<file path="src/rtl/calc_operand_parser_hs.sv">
// Keypad-to-operand parser: ASCII key events become operand A, operand B and an opcode behind a valid/ready handshake.
// Optional feature macro CALC_NEG_OPERAND_EN enables signed operand entry with a leading '-'.
module calc_operand_parser_hs #(
    parameter int DATA_W     = 32,
    parameter int MAX_DIGITS = 5
) (
    input  logic                              clk,
    input  logic                              reset,
    input  logic [7:0]                        key_ascii,
    input  logic                              key_pressed,
    output logic [DATA_W-1:0]                 op_a,
    output logic [DATA_W-1:0]                 op_b,
    output logic [2:0]                        op_code,
    output logic                              op_valid,
    input  logic                              op_ready,
    output logic                              err_pulse,
    output logic [1:0]                        err_code,
    output logic [1:0]                        entry_state,
    output logic [$clog2(MAX_DIGITS+1)-1:0]   digit_count
);

    localparam int CW = $clog2(MAX_DIGITS + 1);
    localparam logic [63:0]       MAX_MAG = 64'd10 ** MAX_DIGITS - 64'd1;
    localparam logic [CW-1:0]     MAX_DIG = CW'(MAX_DIGITS);
    localparam logic [DATA_W-1:0] TEN     = DATA_W'(10);

    localparam logic [7:0] KEY_BS    = 8'd8;
    localparam logic [7:0] KEY_ENTER = 8'd10;
    localparam logic [7:0] KEY_ESC   = 8'd27;
    localparam logic [7:0] KEY_MINUS = 8'h2D;
    localparam logic [7:0] KEY_STAR  = 8'h2A;

    localparam logic [2:0] OP_ADD = 3'd0;
    localparam logic [2:0] OP_SUB = 3'd1;
    localparam logic [2:0] OP_MUL = 3'd2;
    localparam logic [2:0] OP_DIV = 3'd3;
    localparam logic [2:0] OP_POW = 3'd4;
    localparam logic [2:0] OP_MOD = 3'd5;

    localparam logic [1:0] ERR_OVERFLOW  = 2'd0;
    localparam logic [1:0] ERR_MISPLACED = 2'd1;
    localparam logic [1:0] ERR_ENTER     = 2'd2;
    localparam logic [1:0] ERR_DIV_ZERO  = 2'd3;

    // Largest operand magnitude must fit below the sign bit.
    generate
        if (MAX_MAG >= (64'd1 << (DATA_W - 1))) begin : g_width_check
            $error("calc_operand_parser_hs: DATA_W too small for MAX_DIGITS");
        end
    endgenerate

    typedef enum logic [1:0] {
        S_A    = 2'd0,
        S_B    = 2'd1,
        S_DONE = 2'd2
    } state_t;

    state_t              state_q, state_d;
    logic [DATA_W-1:0]   a_mag_q, a_mag_d, b_mag_q, b_mag_d;
    logic [CW-1:0]       a_dig_q, a_dig_d, b_dig_q, b_dig_d;
    logic [2:0]          op_q, op_d;
    logic                a_neg_q, a_neg_d, b_neg_q, b_neg_d;
    logic                op_valid_q, op_valid_d;
    logic                err_pulse_q, err_pulse_d;
    logic [1:0]          err_code_q, err_code_d;
    logic                key_prev_q;
    logic [DATA_W-1:0]   op_a_q, op_a_d, op_b_q, op_b_d;
    logic [CW-1:0]       digit_count_q, digit_count_d;

    logic                key_event, accept;
    logic                key_is_digit, key_is_op;
    logic [2:0]          key_op;
    logic [DATA_W-1:0]   digit_ext;

    assign key_event = key_pressed & ~key_prev_q;
    assign accept    = (state_q == S_DONE) && op_valid_q && op_ready;

    // ASCII '0'..'9' carry their value in the low nibble.
    always_comb begin
        key_is_digit = (key_ascii >= 8'h30) && (key_ascii <= 8'h39);
        digit_ext    = {{(DATA_W-4){1'b0}}, key_ascii[3:0]};
        key_is_op    = 1'b1;
        key_op       = OP_ADD;
        case (key_ascii)
            8'h2B:   key_op = OP_ADD;
            8'h2D:   key_op = OP_SUB;
            8'h2A:   key_op = OP_MUL;
            8'h2F:   key_op = OP_DIV;
            8'h25:   key_op = OP_MOD;
            default: key_is_op = 1'b0;
        endcase
    end

    always_ff @(posedge clk) begin
        if (reset) begin
            state_q <= S_A;
        end else begin
            state_q <= state_d;
        end
    end

    // Next-state and operand editing; ESC and a completed transfer share the clear path.
    always_comb begin
        state_d     = state_q;
        a_mag_d     = a_mag_q;
        b_mag_d     = b_mag_q;
        a_dig_d     = a_dig_q;
        b_dig_d     = b_dig_q;
        op_d        = op_q;
        a_neg_d     = a_neg_q;
        b_neg_d     = b_neg_q;
        op_valid_d  = op_valid_q;
        err_pulse_d = 1'b0;
        err_code_d  = err_code_q;
        if (accept || (key_event && key_ascii == KEY_ESC)) begin
            state_d    = S_A;
            a_mag_d    = '0;
            b_mag_d    = '0;
            a_dig_d    = '0;
            b_dig_d    = '0;
            op_d       = OP_ADD;
            a_neg_d    = 1'b0;
            b_neg_d    = 1'b0;
            op_valid_d = 1'b0;
        end else if (key_event) begin
            case (state_q)
                S_A: begin
                    if (key_is_digit) begin
                        if (a_dig_q < MAX_DIG) begin
                            a_mag_d = a_mag_q * TEN + digit_ext;
                            a_dig_d = a_dig_q + CW'(1);
                        end else begin
                            err_pulse_d = 1'b1;
                            err_code_d  = ERR_OVERFLOW;
                        end
                    end else if (key_ascii == KEY_BS) begin
                        if (a_dig_q != '0) begin
                            a_mag_d = a_mag_q / TEN;
                            a_dig_d = a_dig_q - CW'(1);
                        end else if (a_neg_q) begin
                            a_neg_d = 1'b0;
                        end
                    end else if (key_ascii == KEY_ENTER) begin
                        err_pulse_d = 1'b1;
                        err_code_d  = ERR_ENTER;
                    end else if (key_is_op) begin
                        if (a_dig_q != '0) begin
                            op_d    = key_op;
                            state_d = S_B;
`ifdef CALC_NEG_OPERAND_EN
                        end else if (key_ascii == KEY_MINUS) begin
                            a_neg_d = ~a_neg_q;
`endif
                        end else begin
                            err_pulse_d = 1'b1;
                            err_code_d  = ERR_MISPLACED;
                        end
                    end
                end
                S_B: begin
                    if (key_is_digit) begin
                        if (b_dig_q < MAX_DIG) begin
                            b_mag_d = b_mag_q * TEN + digit_ext;
                            b_dig_d = b_dig_q + CW'(1);
                        end else begin
                            err_pulse_d = 1'b1;
                            err_code_d  = ERR_OVERFLOW;
                        end
                    end else if (key_ascii == KEY_BS) begin
                        if (b_dig_q != '0) begin
                            b_mag_d = b_mag_q / TEN;
                            b_dig_d = b_dig_q - CW'(1);
                        end else if (b_neg_q) begin
                            b_neg_d = 1'b0;
                        end else begin
                            op_d    = OP_ADD;
                            state_d = S_A;
                        end
                    end else if (key_ascii == KEY_ENTER) begin
                        if (b_dig_q == '0) begin
                            err_pulse_d = 1'b1;
                            err_code_d  = ERR_ENTER;
                        end else if ((op_q == OP_DIV || op_q == OP_MOD) && b_mag_q == '0) begin
                            err_pulse_d = 1'b1;
                            err_code_d  = ERR_DIV_ZERO;
                        end else begin
                            state_d    = S_DONE;
                            op_valid_d = 1'b1;
                        end
                    end else if (key_is_op) begin
                        if (key_ascii == KEY_STAR && op_q == OP_MUL && b_dig_q == '0) begin
                            op_d = OP_POW;
`ifdef CALC_NEG_OPERAND_EN
                        end else if (key_ascii == KEY_MINUS && b_dig_q == '0 && !b_neg_q) begin
                            b_neg_d = 1'b1;
`endif
                        end else begin
                            err_pulse_d = 1'b1;
                            err_code_d  = ERR_MISPLACED;
                        end
                    end
                end
                default: ;
            endcase
        end
    end

    always_comb begin
        op_a_d = a_mag_d;
        op_b_d = b_mag_d;
`ifdef CALC_NEG_OPERAND_EN
        if (a_neg_d) op_a_d = -a_mag_d;
        if (b_neg_d) op_b_d = -b_mag_d;
`endif
        case (state_d)
            S_A:     digit_count_d = a_dig_d;
            S_B:     digit_count_d = b_dig_d;
            default: digit_count_d = '0;
        endcase
    end

    always_ff @(posedge clk) begin
        if (reset) begin
            a_mag_q       <= '0;
            b_mag_q       <= '0;
            a_dig_q       <= '0;
            b_dig_q       <= '0;
            op_q          <= OP_ADD;
            a_neg_q       <= 1'b0;
            b_neg_q       <= 1'b0;
            op_valid_q    <= 1'b0;
            err_pulse_q   <= 1'b0;
            err_code_q    <= 2'd0;
            key_prev_q    <= 1'b0;
            op_a_q        <= '0;
            op_b_q        <= '0;
            digit_count_q <= '0;
        end else begin
            a_mag_q       <= a_mag_d;
            b_mag_q       <= b_mag_d;
            a_dig_q       <= a_dig_d;
            b_dig_q       <= b_dig_d;
            op_q          <= op_d;
            a_neg_q       <= a_neg_d;
            b_neg_q       <= b_neg_d;
            op_valid_q    <= op_valid_d;
            err_pulse_q   <= err_pulse_d;
            err_code_q    <= err_code_d;
            key_prev_q    <= key_pressed;
            op_a_q        <= op_a_d;
            op_b_q        <= op_b_d;
            digit_count_q <= digit_count_d;
        end
    end

    assign op_a        = op_a_q;
    assign op_b        = op_b_q;
    assign op_code     = op_q;
    assign op_valid    = op_valid_q;
    assign err_pulse   = err_pulse_q;
    assign err_code    = err_code_q;
    assign entry_state = state_q;
    assign digit_count = digit_count_q;

endmodule
</file>
<file path="config.mk">
export PLATFORM = sky130hd
export DESIGN_NAME = calc_operand_parser_hs
export DESIGN_NICKNAME = d
export VERILOG_FILES = /design/src/rtl/calc_operand_parser_hs.sv
export SDC_FILE = /design/constraint.sdc
export NUM_CORES = 1
export LEC_CHECK = 0
export CORE_UTILIZATION = 60
export CTS_BUF_LIST = sky130_fd_sc_hd__clkbuf_16
export DETAILED_ROUTE_END_ITERATION = 6
export HOLD_SLACK_MARGIN = 0.08
export PLACE_DENSITY = 0.85
export SLEW_MARGIN = 20
export SYNTH_ARGS = -nofsm -noshare
export SYNTH_HDL_FRONTEND = slang
export SYNTH_SLANG_ARGS = --single-unit
</file>
<file path="constraint.sdc">
create_clock -name clk -period 20.8 [get_ports clk]
set_input_delay 4.16 -clock clk [delete_from_list [all_inputs] [get_ports clk]]
set_output_delay 4.16 -clock clk [all_outputs]
set_load 0.02 [all_outputs]
</file>
### Word level (Yosys, flattened, before mapping)

Cells that the tools add are included.

| storage, ports and cells | value |
|---|---|
| bits in registers | 83 |
| input bits | 12 |
| output and inout port bits | 76 |
| word-level logic and storage cells | 176 |

| cells by class | value |
|---|---|
| add/sub/neg operators | 6 |
| multiply operators | 2 |
| divide/modulo/power cells | 2 |
| order comparisons | 4 |
| equality and inequality tests | 35 |
| mux-type cells | 81 |
| bitwise operators | 8 |
| reductions and logical operators | 27 |

Operators with widths:

| operator | count |
|---|---|
| two-way mux 32 bit | 8 |
| two-way mux 3 bit | 25 |
| adder 32 x 4 -> 32 bit | 2 |
| divider 32 x 4 -> 32 bit (second input constant) | 2 |
| multiplier 32 x 3 -> 31 bit (second input constant) | 2 |
| two-way mux 2 bit | 27 |
| == test 8 x 6 -> 1 bit (second input constant) | 5 |
| logical NOT 32 bit | 1 |
| inequality test 3 bit (second input constant) | 8 |
| AND reduction 12 bit | 2 |
| == test 8 x 4 -> 1 bit (second input constant) | 2 |
| inequality test 4 bit (second input constant) | 4 |
| two-way mux 1 bit | 15 |
| inequality test 2 bit (second input constant) | 6 |
| one-hot mux 3 bit (2 select lines) | 2 |
| one-hot mux 3 bit (4 select lines) | 1 |
| AND reduction 5 bit | 2 |
| == test 8 x 5 -> 1 bit (second input constant) | 1 |
| greater-or-equal comparator 8 x 6 -> 1 bit (second input constant) | 1 |
| less-or-equal comparator 8 x 6 -> 1 bit (second input constant) | 1 |
| one-hot mux 2 bit (2 select lines) | 2 |
| nonzero test 2 bit | 4 |
| logical AND 1 bit | 7 |
| inverter 1 bit | 7 |
| other kinds (19) | 28 |

### Longest topological paths before layout

Gate-level depths: netlist of run 1.

| logic depth | value |
|---|---|
| depth in word-level cells | 13 |
| depth in mapped cells | 47 |

### Worst setup path after synthesis of run 1

OpenSTA, ideal clock, no wires.

| timing path | value |
|---|---|
| path kind | flip-flop to flip-flop |
| from | register, netlist name op_b[29] |
| to | register op_b_q[1], in the netlist op_b[1] |
| setup time | 0.142 ns |
| arrival time | 9.799 ns |
| data required time | 20.658 ns |
| path slack | 10.859 ns |
| stages on the path, launching flop included | 41 |
| period minus slack after synthesis | 9.941 ns |
| cells stage by stage | dfxtp_1 > buf_4 > or3b_4 > o22a_1 > o21a_1 > a21o_1 > a2111oi_4 > mux2_1 > and2_1 > and2_1 > or4_1 > buf_2 > nor4_2 > nor3_1 > a31o_2 > maj3_2 > a2111oi_4 > o22ai_2 > [... 5 more ...] > o2111a_1 > or3_1 > buf_2 > nor4_1 > a211o_1 > o21ai_1 > and3_1 > o311a_1 > nor2_2 > o2bb2ai_1 > a211o_1 > o221ai_4 > nand3_1 > o32a_1 > xnor2_2 > maj3_1 > a22oi_1 > a311oi_1 |

RTL lines:

| what | RTL line | text |
|---|---|---|
| to (signal assigned) | 251 | `op_b_q <= op_b_d;` |
| to (decl) | 67 | `logic [DATA_W-1:0] op_a_q, op_a_d, op_b_q, op_b_d;` |

==> results.txt, run 1 <==
Wire segments on met3 add up to 3.44 mm in the final route. The actual transition at the worst max-transition pin is 1120 ps, and the met2 wire length is 23.4 mm. The initial utilization of the core area, before any placement, comes to 61.6%. For the worst setup path, the data required time is 21110 ps. In this run the worst setup path begins at op_a[30].

The tools report the setup slack at placement as 8800 ps. The tree is rooted in a clkbuf_16. Summing all multi-input logic gate instances after layout gives 14000 sq um. The first global-routing pass estimated 81.1 mm of wire.

Detailed placement ended at an HPWL of 35.4 mm. Derived from the worst setup path, the maximum achievable clock frequency is 81.3 MHz. After floorplanning, the core was sized to cover 27100 sq um. Beginning of the worst hold path: err_code[0]. The reported max-cap violation count came out at 0. The share of flip-flops with an asynchronous set or reset after synthesis is 0%.

TritonCTS built the clock tree. For the number of endpoints failing setup at the final stage, the log shows 0. The clock period minus worst slack was 12300 ps; the count of distinct cell types in the synthesized netlist was 133. The run finished with clean final reports.

The floorplan step set the die height to 169 microns. The largest vdd supply drop is 29.9 uV, and the number of setup buffers added after CTS is 0. The register area was 1660 sq um; the count of buffers from port buffering was 87. The count of final max-slew check failures is 0, and the critical-path maximum fanout is 31.

In the final routing, the length of wire on met1 measures 20.2 mm. The via-per-instance ratio is 6.98, and the final routed DRC violation total is 0. In the finished design, the share of the clock period the worst path needs comes to 59.1%.

In this run, CTS created clock tree buffers numbering 9. Across all setup checks in the final design, the least slack found is 8500 ps. The logs give 0 for the number of hold violations in the final report and 460 ps for the final worst hold slack. The first detailed-routing pass ran for 6 iterations. After filler insertion, the fill cell instance count of the layout stands at 2336. Area added between synthesis and finish: 6.58%. The tools report the sum of internal, switching and leakage power as 0.000357 W. The min-delay analysis places its worst path in the category reg2reg. After detailed routing, the total wire length is 48.9 mm. The largest incremental delay on the critical path came out at 930 ps. The share of the synthesized area in the top cell type is 9.96%, and the number of global-route vias before repair is 17.2k. In this run, post-CTS hold repair placed 0 buffers. Entering global routing, the biggest net connects 63 pins.

The worst setup path is captured at a register. Setup repair after global routing left no endpoint under its margin. The number of nets in the synthesized netlist is 2477. The final weighted congestion of routability-driven global placement is 0.953. The library cell with the highest instance count after synthesis was nor2_1. The final route contains 18.7k vias. For this design the top-level I/O count stands at 88.

In the post-synthesis netlist, the biggest area contributors are dfxtp_1 10%, ha_1 9.1%, a21oi_1 5.6%, nor2_1 4.7%, nand2_1 4.2%. Maximum count of clock buffers along a single path: 2. During synthesis, Yosys emitted a total of 0 warnings. The total cell area at the placement stage is 17500 sq um, and the horizontal extent of the die is 169 microns. The worst setup path is launched from a register. The run gives 33.3% as the global-route usage over all layers. The net count reported at finish is 2440. The number of gates resized after CTS was 0. The die covers 28500 sq um. The run gives 1 as the number of antenna violations at the first check in global routing. Counting flops with a built-in enable in the synthesized netlist gives 0. The critical path class is reg2reg. After detailed routing, the average wire length per cell comes to 18.2 microns. The largest area contributor in the netlist is dfxtp_1.

The per-instance average area after synthesis is 7.13 sq um, and the arrival time of the worst setup path is 12600 ps. The critical-path cell with the highest stage delay is dfxtp_1. In this run the top signal layer used is met4. In this run the tightest slew margin relative to its limit is 25.6%. The number of clock sinks is 83.

The H-tree depth is 3, and the number of nets with antenna violations after detailed routing is 0. In this run the power density over the cells is 20.1 nW/um^2. The floorplan has 60 rows.

Of the synthesized area, sequential elements account for 9.96%. The remaining global-route overflow came out at 0. The most frequently used flop master after synthesis is dfxtp_1. The total of flip-flops plus latches after synthesis was 83. In the final layout, the share of cells above drive strength 1 is 5.94%. The cell count after synthesis came out at 2339.

The tools report the clock skew as 7.92 ps. Clock-pin slew was measured on the worst setup and hold paths at 70 ps. The insertion delay of the later-clocked pin in the worst-skew pair was 360 ps. The finished cells cover 17800 sq um. The tools report the source of the worst register-to-register timing path as op_a[30]. The analysis attributes to cell leakage a power of 6.91 nW. In the final timing run, aggregate negative setup slack is 0 ps.

The commonest cells after synthesis are 210 x nor2_1, 188 x a21oi_1, 187 x nand2_1. After the first detailed-routing iteration, the DRC count stood at 2070. The netlist area before placement was 16700 sq um.
==> area by class of cell <==
type / count / area share, %
Tap cell: 372 / 2.62
Multi-Input combinational cell: 2004 / 78.7
Clock buffer: 9 / 1.27
Clock inverter: 7 / 0.450
Antenna cell: 1 / 0.0141
Sequential cell: 83 / 9.35
Inverter: 106 / 2.24
Timing Repair Buffer: 98 / 5.36
==> flip-flops by register name, indices dropped and copies added (netlist names) <==
| name | count |
|---|---|
| op_b | 32 |
| b_dig_q | 3 |
| digit_count | 3 |
| a_dig_q | 3 |
| key_prev_q | 1 |
| err_pulse | 1 |
| op_valid | 1 |
| entry_state | 2 |
| op_a | 32 |
| err_code | 2 |
| op_code | 3 |
==> worst paths after layout <==
kind,to,slack (ps),cells after the start
max reg2reg,op_a[0],8500,36
min reg2reg,err_code[0],460,2
min,err_code[0],460,2
max,op_a[0],8500,36
==> worst max-delay path: cells and delay by family (launching register included) <==
family,cells,cell delay (ps)
simple gates,11,3170
xor+xnor,2,600
mux,2,560
flops,1,930
buf+inv,1,180
compound gates,20,6780
==> cell families (layout without fill, tap and decap cells) <==
group	count (synthesis)	count (layout)	synth area share, %
multiplexers	35	35	2.20
flip-flops	83	83	9.96
buffers and inverters	252	220	6.29
AND/OR/NAND/NOR	862	862	27.1
AO/OA/AOI/OAI	839	839	37.1
XOR/XNOR	138	138	7.47
adder cells (fa/ha/maj)	130	130	9.88
other	0	1	0
==> stage by stage <==
step / cells / util (%)
3_5_place_dp: 2663 / 64.4
6_report: 2680 / 65.6
3_3_place_gp: 2663 / 64.4
5_1_grt: 2679 / 65.6
2_1_floorplan: 2339 / -
4_1_cts: 2679 / 65.6
==> where the power goes <==
group	total, W	internal [W]	switching [W]
clock	0.000171	0.0000950	0.0000762
combinational	0.0000268	0.00000943	0.0000174
sequential	0.000159	0.000159	0.000000249
total	0.000357	0.000264	0.0000938
==> metal layers <==
| layer | vias to the layer above | global-route usage, % |
|---|---|---|
| met5 | - | 0 |
| met4 | 0 | 15.2 |
| met3 | 141 | 4.63 |
| met2 | 871 | 56.7 |
| met1 | 8787 | 41.6 |
| li1 | 8895 | - |
==> cell usage in the layout, fill, tap and decap left out, types with 20 or more instances in the layout <==
master and instances:
nor2_1 210, nand2_1 187, a21oi_1 187, ha_1 122
inv_1 97, clkdlybuf4s50_1 87, o21ai_0 82, dfxtp_1 82
xnor2_1 79, a211oi_1 75, nor3_1 70, nand3_1 69
and3_1 55, o211ai_1 55, xor2_1 54, o21bai_1 40
nand4_1 40, a31oi_1 38, a21o_1 31, or3_1 26
nor2b_1 24, mux2i_1 24, nand2b_1 21, and2_1 20
(Power assumes the default switching activity.)
==> run 2, diff against run 1 <==
--- a/config.mk
+++ b/config.mk
@@ -5,11 +5,11 @@
 export SDC_FILE = /design/constraint.sdc
 export NUM_CORES = 1
 export LEC_CHECK = 0
-export CORE_UTILIZATION = 60
+export CORE_UTILIZATION = 57
 export CTS_BUF_LIST = sky130_fd_sc_hd__clkbuf_16
 export DETAILED_ROUTE_END_ITERATION = 6
 export HOLD_SLACK_MARGIN = 0.08
-export PLACE_DENSITY = 0.85
+export PLACE_DENSITY = 0.84
 export SLEW_MARGIN = 20
 export SYNTH_ARGS = -nofsm -noshare
 export SYNTH_HDL_FRONTEND = slang
==> constraint.sdc (replaced) <==
create_clock -name clk -period 11 [get_ports clk]
set_input_delay 2.2 -clock clk [delete_from_list [all_inputs] [get_ports clk]]
set_output_delay 2.2 -clock clk [all_outputs]
set_load 0.02 [all_outputs]
==> run 2 against run 1 <==
Against the previous run:
- first-iteration DRC count is 7.0% higher
- via count increased by 2.2%
- non-clock buffer count up 71
- sequential share of layout area is 0.39 points lower
==> results.txt, run 2 (synthesized netlist as in run 1, its figures left out) <==
The detailed-route via count came out at 19.1k (+2.2%). The relative slew slack came out at 21.8% (-3.7 points). The type of the tightest min-delay check is reg2reg.

Critical-path cell with the highest stage delay: or4_4. The logs give 36.6 mm (+3.5%) for the detailed placer's ending HPWL and 0.962 (+1.0%) for the final weighted congestion of routability-driven global placement. TritonCTS built the clock tree. For the required time of the critical path, the log shows 11200 ps (-9910 ps). The floorplan row count was 62 (+3.3%); the global-route usage over all layers was 31.8% (-1.5 points). The total core area came out at 28800 sq um (+6.2%). The final cycle utilization of the critical path is 96.3% (+37 points). The type of element capturing the critical path was a register. Full die area: 30000 sq um (+5.2%).

The number of global-route vias before repair is 17.2k (+0.43%). The final-layout fill cell count was 2409 (+3.1%); the maximum count of clock buffers along a single path was 2 (unchanged). The run finished with clean final reports. The setup slack of the critical path after layout was 404 ps (-8100 ps); the insertion delay of the later-clocked pin in the worst-skew pair was 350 ps (about the same). The horizontal extent of the die came out at 173 microns (+2.6%).

The final routed DRC violation total was 0 (unchanged). The run gives 0 (unchanged) as the number of nets with antenna violations after detailed routing. Highest attainable clock frequency: 94.4 MHz (+16%). The clock root buffer is clkbuf_16. The share of post-route cells with drive strength above 1 is 11.4% (+5.5 points). For the post-detailed-routing wire length, the log shows 51.3 mm (+4.9%). The number of buffers inserted for hold repair after clock tree synthesis is 0 (unchanged), and the H-tree depth is 3 (unchanged).

The run gives 58.0% (-3.6 points) as the effective utilization at floorplan. The largest incremental delay on the critical path came out at 560 ps (-370 ps). Number of clock sinks: 83 (unchanged). The library cell used most frequently in the layout, excluding fill and tap cells, is nor2_1.

The sum of negative setup slack was 0 ps (unchanged). The actual transition at the worst max-transition pin is 1170 ps (+54.3 ps), and the setup slack at placement is -137 ps (-8940 ps). The overall die height was 173 microns (+2.6%); the total cell area at the placement stage was 17900 sq um (+2.3%). The worst setup path is of the reg2reg kind. The number of DRC markers in iteration 0 was 2214 (+7.0%); the largest vdd supply drop was 47.6 uV (+59%).

The run gives 0 (unchanged) as the number of hold violations in the final report. The count of buffers from port buffering is 87 (unchanged), and the via-per-instance ratio is 6.91 (-0.87%). STA classifies the critical path startpoint as a register. The number of buffers created by CTS is 9 (unchanged), and the wire length of the first global-routing pass is 82.2 mm (+1.5%).

The logs give 4.67 ps (-3.26 ps) for the clock skew and 2726 (+2.4%) for the count of placed standard cells including taps. The reported max-cap violation count is 0 (unchanged), and the final cell count without fillers is 2764 (+3.1%). The multi-input gate area in the final layout was 14400 sq um (+3.2%); the final core utilization was 65.3% (-0.33 points). In the layout the commonest cells are 209 x nor2_1, 187 x nand2_1, 181 x a21oi_1. For the count of final max-slew check failures, the log shows 0 (unchanged). The number of endpoints failing setup at the final stage is 0 (unchanged), and the reported leakage power is 7.37 nW (+6.6%). The number of antenna violations at the first check in global routing was 1 (unchanged). The register area is 1680 sq um (+1.2%).

Remaining global-route overflow: 0 (unchanged). The run gives 10800 ps (-1800 ps) as the arrival time of the worst setup path. The number of detailed-route iterations in the first pass was 5 (-1); the critical-path maximum fanout was 10 (-68%).

The area added between synthesis and finish is 12.6%. The routed wire length per instance works out to 18.6 microns (+1.7%). The clock period minus worst slack was 10600 ps (-1700 ps). For the maximum number of pins on one net before global-route repair, the log shows 63 (unchanged). The I/O pin count is 88 (unchanged), and the net count reported at finish is 2512 (+3.0%). The run gives 18800 sq um (+5.7%) as the post-route standard cell area excluding fillers. The clock slew at the register clock pins of the worst setup and hold paths came out at 60 ps (about the same).

The total power per unit cell area came out at 35.2 nW/um^2 (+75%).
run 2: cell types whose count changed in the layout (fill, tap and decap cells not counted), moves of 5 or more:
| cell | previous run | this run |
|---|---|---|
| a21oi_2 | 2 | 8 |
| dfxtp_1 | 82 | 72 |
| nor3_1 | 70 | 65 |
| dfxtp_2 | 1 | 8 |
| buf_4 | 11 | 82 |
| a21oi_1 | 187 | 181 |
run 2: metal layers:
layer  vias to the layer above  part of all wire (%)  track usage (%)
met2                       896                    48             54.8
met4                         2                   3.6             13.3
met1                      9035                    41             39.9
met3                       130                   6.7             3.63
met5                         -                 0.021                0
li1                       9049                     -                -
run 2: where the power goes:
part	internal [W]	total, W	switching, W
logic	0.0000206	0.0000547	0.0000341
registers	0.000300	0.000301	0.000000487
clock network	0.000175	0.000306	0.000131
total	0.000496	0.000662	0.000166
run 2: final timing paths:
| check | from | endpoint | slack (ps) | cells after the start |
|---|---|---|---|---|
| worst max-delay path | op_b[27] | op_b[1] | 400 | 38 |
| worst min-delay path | err_code[0] | err_code[0] | 460 | 2 |
| worst max register to register | op_b[27] | op_b[1] | 400 | 38 |
| worst min register to register | err_code[0] | err_code[0] | 460 | 2 |
run 2: repair_timing:
| action | 4_1_cts | 5_1_grt |
|---|---|---|
| buffers inserted | 0 | 20 |
| hold endpoints to repair | 0 | 0 |
| pin swaps | 1 | 23 |
| gates cloned | 0 | 1 |
| gates resized for setup | 4 | 86 |
| setup endpoints to repair | 3 | 8 |
run 2: layout make-up:
cell class / count / share of cell area, %
antenna: 1 / 0.0133
clock buffer: 9 / 1.20
clock inverter: 7 / 0.360
inverter: 106 / 2.12
multi-input combinational: 2005 / 76.9
sequential: 83 / 8.96
tap: 384 / 2.56
timing repair buffer: 169 / 7.91
run 2: worst max-delay path, delay by kind of cell, from the launching register on:
| kind | cells | cell delay, ps |
|---|---|---|
| buffers and inverters | 2 | 420 |
| flip-flops | 1 | 410 |
| XOR/XNOR | 1 | 170 |
| AO/OA/AOI/OAI | 19 | 4660 |
| AND/OR/NAND/NOR | 13 | 3660 |
| adder cells (fa/ha/maj) | 2 | 720 |
| multiplexers | 1 | 380 |
run 2: stage by stage:
step                total power [W]  hold slack [ps]
detailed placement         0.000359              450
global placement           0.000358              444
global route               0.000680              505
floorplan                  0.000343              500
CTS                        0.000661              474
finish                     0.000662              461
